$ cat config.mk
export PLATFORM = sky130hd
export DESIGN_NAME = ifmap_row_streamer
export DESIGN_NICKNAME = d
export VERILOG_FILES = /design/src/rtl/ifmap_row_streamer.sv
export SDC_FILE = /design/constraint.sdc
export NUM_CORES = 1
export LEC_CHECK = 0
export CORE_MARGIN = 3
export CORE_UTILIZATION = 62
export DETAILED_ROUTE_END_ITERATION = 8
export DONT_BUFFER_PORTS = 1
export PLACE_DENSITY = 0.88
export REMOVE_ABC_BUFFERS = 1
export SYNTH_ARGS = -nofsm -noshare
export SYNTH_HDL_FRONTEND = slang
export SYNTH_SLANG_ARGS = --single-unit
$ cat constraint.sdc
create_clock -name clk -period 5.7 [get_ports clk]
set_input_delay 1.14 -clock clk [delete_from_list [all_inputs] [get_ports clk]]
set_output_delay 1.14 -clock clk [all_outputs]
set_load 0.01 [all_outputs]
$ cat src/rtl/ifmap_row_streamer.sv
`default_nettype none
// +--------------------------------------------------------------------------+
// | ifmap_row_streamer                                                       |
// | Streams pixel rows from sync-read SRAM into the PE IFMap buffer, tagging |
// | each word with start/end-of-row flags. Optional ZERO_PAD_EN frames rows. |
// | Revision: 1.0                                                            |
// +--------------------------------------------------------------------------+
module ifmap_row_streamer #(
  parameter int IFMAP_WIDTH  = 18,
  parameter int ADDR_WIDTH   = 16,
  parameter int ROW_LEN_SIZE = 8,
  parameter int ROW_CNT_SIZE = 8
) (
  input  logic                    clk,
  input  logic                    rst,
  input  logic                    start,
  input  logic [ADDR_WIDTH-1:0]   base_addr,
  input  logic [ROW_LEN_SIZE-1:0] row_len,
  input  logic [ROW_CNT_SIZE-1:0] num_rows,
  output logic                    mem_ren,
  output logic [ADDR_WIDTH-1:0]   mem_addr,
  input  logic [IFMAP_WIDTH-3:0]  mem_rdata,
  input  logic                    buf_ready,
  output logic                    buf_wen,
  output logic [IFMAP_WIDTH-1:0]  buf_din,
  output logic                    busy,
  output logic                    done
);

  localparam int PIX_W = IFMAP_WIDTH - 2;
`ifdef ZERO_PAD_EN
  localparam int COL_W = ROW_LEN_SIZE + 1;
`else
  localparam int COL_W = ROW_LEN_SIZE;
`endif

  localparam logic [1:0] S_IDLE  = 2'd0;
  localparam logic [1:0] S_RUN   = 2'd1;
  localparam logic [1:0] S_DRAIN = 2'd2;
  localparam logic [1:0] S_FIN   = 2'd3;

  logic [1:0]              state_q, state_d;
  logic [ADDR_WIDTH-1:0]   addr_q, addr_d;
  logic [ROW_LEN_SIZE-1:0] len_q, len_d;
  logic [ROW_CNT_SIZE-1:0] rows_q, rows_d;
  logic [COL_W-1:0]        col_q, col_d;
  logic [ROW_CNT_SIZE-1:0] row_q, row_d;
  logic                    infl_q, infl_d;
  logic                    infl_sor_q, infl_sor_d;
  logic                    infl_eor_q, infl_eor_d;
  logic [1:0]              cnt_q, cnt_d;
  logic [IFMAP_WIDTH-1:0]  q0_q, q0_d;
  logic [IFMAP_WIDTH-1:0]  q1_q, q1_d;

  logic                    pop, issue, is_sor, is_eor, last_issue, room;
  logic [COL_W-1:0]        col_last;
  logic [PIX_W-1:0]        push_pix;
  logic [IFMAP_WIDTH-1:0]  push_word;

`ifdef ZERO_PAD_EN
  logic infl_pad_q, infl_pad_d;
  logic is_pad;
  // Column 0 and column row_len+1 are the synthesized zero pads.
  assign col_last = COL_W'(len_q) + COL_W'(1);
  assign is_pad   = is_sor | is_eor;
  assign mem_ren  = issue & ~is_pad;
  assign push_pix = infl_pad_q ? '0 : mem_rdata;
  assign infl_pad_d = is_pad;
`else
  assign col_last = len_q - ROW_LEN_SIZE'(1);
  assign mem_ren  = issue;
  assign push_pix = mem_rdata;
`endif

  assign pop        = (cnt_q != 2'd0) & buf_ready;
  // Occupancy after this cycle's pop must leave a slot for a new read.
  assign room       = ({1'b0, cnt_q} + {2'b00, infl_q} - {2'b00, pop}) < 3'd2;
  assign issue      = (state_q == S_RUN) & room;
  assign is_sor     = (col_q == '0);
  assign is_eor     = (col_q == col_last);
  assign last_issue = issue & is_eor & (row_q == rows_q - ROW_CNT_SIZE'(1));
  assign push_word  = {infl_sor_q, infl_eor_q, push_pix};

  assign cnt_d      = cnt_q + {1'b0, infl_q} - {1'b0, pop};
  assign infl_d     = issue;
  assign infl_sor_d = is_sor;
  assign infl_eor_d = is_eor;

  always_comb begin
    state_d = state_q;
    addr_d  = addr_q;
    len_d   = len_q;
    rows_d  = rows_q;
    col_d   = col_q;
    row_d   = row_q;
    case (state_q)
      S_IDLE: begin
        if (start) begin
          addr_d  = base_addr;
          len_d   = row_len;
          rows_d  = num_rows;
          col_d   = '0;
          row_d   = '0;
          state_d = (row_len == '0 || num_rows == '0) ? S_FIN : S_RUN;
        end
      end
      S_RUN: begin
        if (issue) begin
          if (is_eor) begin
            col_d = '0;
            row_d = row_q + ROW_CNT_SIZE'(1);
          end else begin
            col_d = col_q + COL_W'(1);
          end
          if (mem_ren) addr_d = addr_q + ADDR_WIDTH'(1);
          if (last_issue) state_d = S_DRAIN;
        end
      end
      S_DRAIN: if (cnt_d == 2'd0) state_d = S_FIN;
      default: state_d = S_IDLE;
    endcase
  end

  always_comb begin
    q0_d = q0_q;
    q1_d = q1_q;
    if (pop) begin
      if (cnt_q == 2'd2) begin
        q0_d = q1_q;
        if (infl_q) q1_d = push_word;
      end else if (infl_q) begin
        q0_d = push_word;
      end
    end else if (infl_q) begin
      if (cnt_q == 2'd0) q0_d = push_word;
      else               q1_d = push_word;
    end
  end

  always_ff @(posedge clk) begin
    if (rst) begin
      state_q    <= S_IDLE;
      addr_q     <= '0;
      len_q      <= '0;
      rows_q     <= '0;
      col_q      <= '0;
      row_q      <= '0;
      infl_q     <= 1'b0;
      infl_sor_q <= 1'b0;
      infl_eor_q <= 1'b0;
      cnt_q      <= 2'd0;
      q0_q       <= '0;
      q1_q       <= '0;
`ifdef ZERO_PAD_EN
      infl_pad_q <= 1'b0;
`endif
    end else begin
      state_q    <= state_d;
      addr_q     <= addr_d;
      len_q      <= len_d;
      rows_q     <= rows_d;
      col_q      <= col_d;
      row_q      <= row_d;
      infl_q     <= infl_d;
      infl_sor_q <= infl_sor_d;
      infl_eor_q <= infl_eor_d;
      cnt_q      <= cnt_d;
      q0_q       <= q0_d;
      q1_q       <= q1_d;
`ifdef ZERO_PAD_EN
      infl_pad_q <= infl_pad_d;
`endif
    end
  end

  assign mem_addr = addr_q;
  assign buf_wen  = (cnt_q != 2'd0);
  assign buf_din  = q0_q;
  assign busy     = (state_q != S_IDLE);
  assign done     = (state_q == S_FIN);

endmodule
`default_nettype wire

==> flow_summary.yaml <==
route:
  drt_iter0_markers: 196
  wl_per_cell_um: 15.1
  drc_errors: 0
  vias: 4013
  routed_wl_mm: 10.1
  via_per_inst: 5.98
  first_pass_iters: 4
  ant_nets: 0
floorplan:
  initial_utilization_pct: 64.4
  die_w_um: 93.3
  placementRows: 31
  io_pins: 90
  die-area_um2: 8700
  die_h_um: 93.3
  placeableCoreArea_um2: 7330
pwr:
  combPwrFrac_pct: 34.6
  sw_frac_of_total_pct: 42.6
  power_frac_seq_pct: 44.9
  p_leak_nw: 1.83
  clkPwrFrac_pct: 20.5
  worst_ir_drop_vdd_v: 0.000276
  p_int_mw: 1.21
  power_per_cell_area_nw_per_um2: 429
  switchingPower_mw: 0.901
timing:
  tightest_slew_ns: 0.834
  max_freq_mhz: 263
  slew-limit-headroom_pct: 44.3
  period_share_pct: 66.8
  rsz0062_at_grt: "false"
  hold_slack_ns: 0.460
  clock_skew_ns: 0.0158
  drv_slew: 0
  fin_crit_ns: 3.81
  setup-violations-final: 0
  finalWorstSetupSlack_ns: 1.89
  hold_viol_final: 0
  totalNegativeSetupSlack_ns: 0
cells_and_area:
  n_fill_cell: 588
  drive_above_1_share_pct: 5.77
  diodes: 0
  layout.nets: 631
  areaGrowthSynthToFinish_pct: 4.29
critical_path:
  crit_required_ns: 4.56
  path_class: "in -> out"
  endpoint_kind: "primary output"
  crit_path_max_fanout: 19
  worstPathArrival_ns: 2.67
  startpoint_type: "primary input"
grt:
  grt-ovfl-total: 0
  grt_pass1_vias: 3867
  track_usage_pct: 24.1
  use_met1_pct: 30.4
  antenna_found_initial: 0
  use_met2_pct: 38.5
  grt_max_degree: 87
  top_usage_layer: "met2"
  grt_util_met3_pct: 8.53
  grt_pass1_wl_mm: 17.2
clocking:
  cts.path.max_buffers: 2
  clk_pin_slew_ns: 0.11
  post_cts_buffers: 0
  cts_tree: "yes"
  htreeDepth: 3
  clock_latency_ns: 0.37
  cts-hold-fix-buffers: 0
  cts_made_buffers: 9
  clock_sinks: 91
  post_cts_resized: 0
  cts_root_buf: "clkbuf_8"
synth:
  synth_top_area_cell: "dfxtp_1"
  ys_seq_elements: 91
  yosys.area.top_type_share_pct: 38.6
  avgSynthCellArea_um2: 8.00
  synthTopCellsByArea: "dfxtp_1 39%, nand2_1 9.1%, a21oi_1 6.3%"
  ys_seq_area_share_pct: 38.6
  synth_edf_count: 0
  post-synth-top-count-cell: "nand2_1"
  synth.distinct_cells: 60
  async_reset_ff_share_pct: 0
  synth_ff_type: "dfxtp_1"
  synth_common_cells: "114 x nand2_1, 91 x dfxtp_1, 59 x a21oi_1"
  yosys_warnings: 0
  synthCells: 590
  netlist_area_um2: 4720
outcome:
  outcome: "completed"
min_path:
  hp-class: "reg -> reg"
placement:
  portBuffers: 0
  gp_congestion: 0.788
  place_ws_ns: 1.67
  place_hpwl_mm: 7.18
flow_run:
  drv_cap: 0
-- worst paths after layout --
path / start / end / slack [ns] / cells after the start
setup / recovery: buf_ready / mem_ren / 1.89 / 4
hold reg to reg: q1_q[12] / q1_q[12] / 0.46 / 2
setup reg to reg: cnt_q[0] / row_q[5] / 2.33 / 9
hold / removal: q1_q[12] / q1_q[12] / 0.46 / 2
-- through the flow --
stage | cell area [um2] | util, % | power, mW | std cells
floorplan | 4570 | - | 1.51 | 553
global placement | 4720 | 64.4 | 1.64 | 655
detailed placement | 4720 | 64.4 | 1.69 | 655
CTS | 4920 | 67.2 | 2.12 | 671
global route | 4920 | 67.2 | 2.28 | 671
finish | 4920 | 67.2 | 2.11 | 671
-- state kept, by name (all words and copies together) (netlist names) --
| signal | flops |
|---|---|
| col_q | 8 |
| q1_q | 18 |
| row_q | 8 |
| len_q | 8 |
| infl_sor_q | 1 |
| infl_q | 1 |
| state_q | 2 |
| infl_eor_q | 1 |
| buf_din | 18 |
| mem_addr | 16 |
| cnt_q | 2 |
| rows_q | 8 |
-- cells in the final DEF, fill, tap and decap left out, drive strengths merged, types with 5 or more instances in the layout --
| master | n |
|---|---|
| a211oi | 29 |
| a21oi | 60 |
| and3 | 6 |
| clkbuf | 9 |
| dfxtp | 91 |
| ha | 11 |
| inv | 21 |
| mux2i | 26 |
| nand2 | 115 |
| nand2b | 5 |
| nand3 | 17 |
| nand4 | 9 |
| nor2 | 40 |
| nor2b | 7 |
| nor3 | 16 |
| nor4 | 10 |
| o21ai | 18 |
| xnor2 | 16 |
| xor2 | 13 |
-- per-layer routing --
layer / part of all wire, % / vias to the layer above / wire [um]
li1: - / 2029 / -
met1: 43 / 1837 / 4400
met4: 1.3 / 0 / 127
met5: 0 / - / 0
met2: 47 / 135 / 4810
met3: 8.0 / 12 / 816
-- critical path, cell delays in order --
cell	delay, ns
nand3_1	0.07
buf_4	0.32
fa_1	0.54
nor3_1	0.60
-- cell type report --
class | instances | area [um2] | area share [%]
clock buffer | 9 | 124 | 2.52
clock inverter | 7 | 78.8 | 1.60
inverter | 18 | 67.6 | 1.37
multi-input combinational | 444 | 2690 | 54.5
tap | 99 | 124 | 2.52
timing repair buffer | 3 | 22.5 | 0.457
sequential | 91 | 1820 | 37.0
-- power groups by stage --
| stage | sequential, mW | clock (mW) | combinational [mW] |
|---|---|---|---|
| finish | 0.948 | 0.433 | 0.732 |
| global route | 0.970 | 0.478 | 0.834 |
| CTS | 0.948 | 0.443 | 0.729 |
| detailed placement | 0.963 | 0 | 0.726 |
| global placement | 0.954 | 0 | 0.688 |
| floorplan | 0.922 | 0 | 0.590 |
-- kinds of logic after synthesis --
| logic type | share of synthesized area [%] |
|---|---|
| AO/OA/AOI/OAI | 19.3 |
| XOR/XNOR | 5.38 |
| adder cells (fa/ha/maj) | 3.34 |
| buffers and inverters | 4.61 |
| flip-flops | 38.6 |
| multiplexers | 5.51 |
| AND/OR/NAND/NOR | 23.3 |
(Power assumes the default switching activity.)
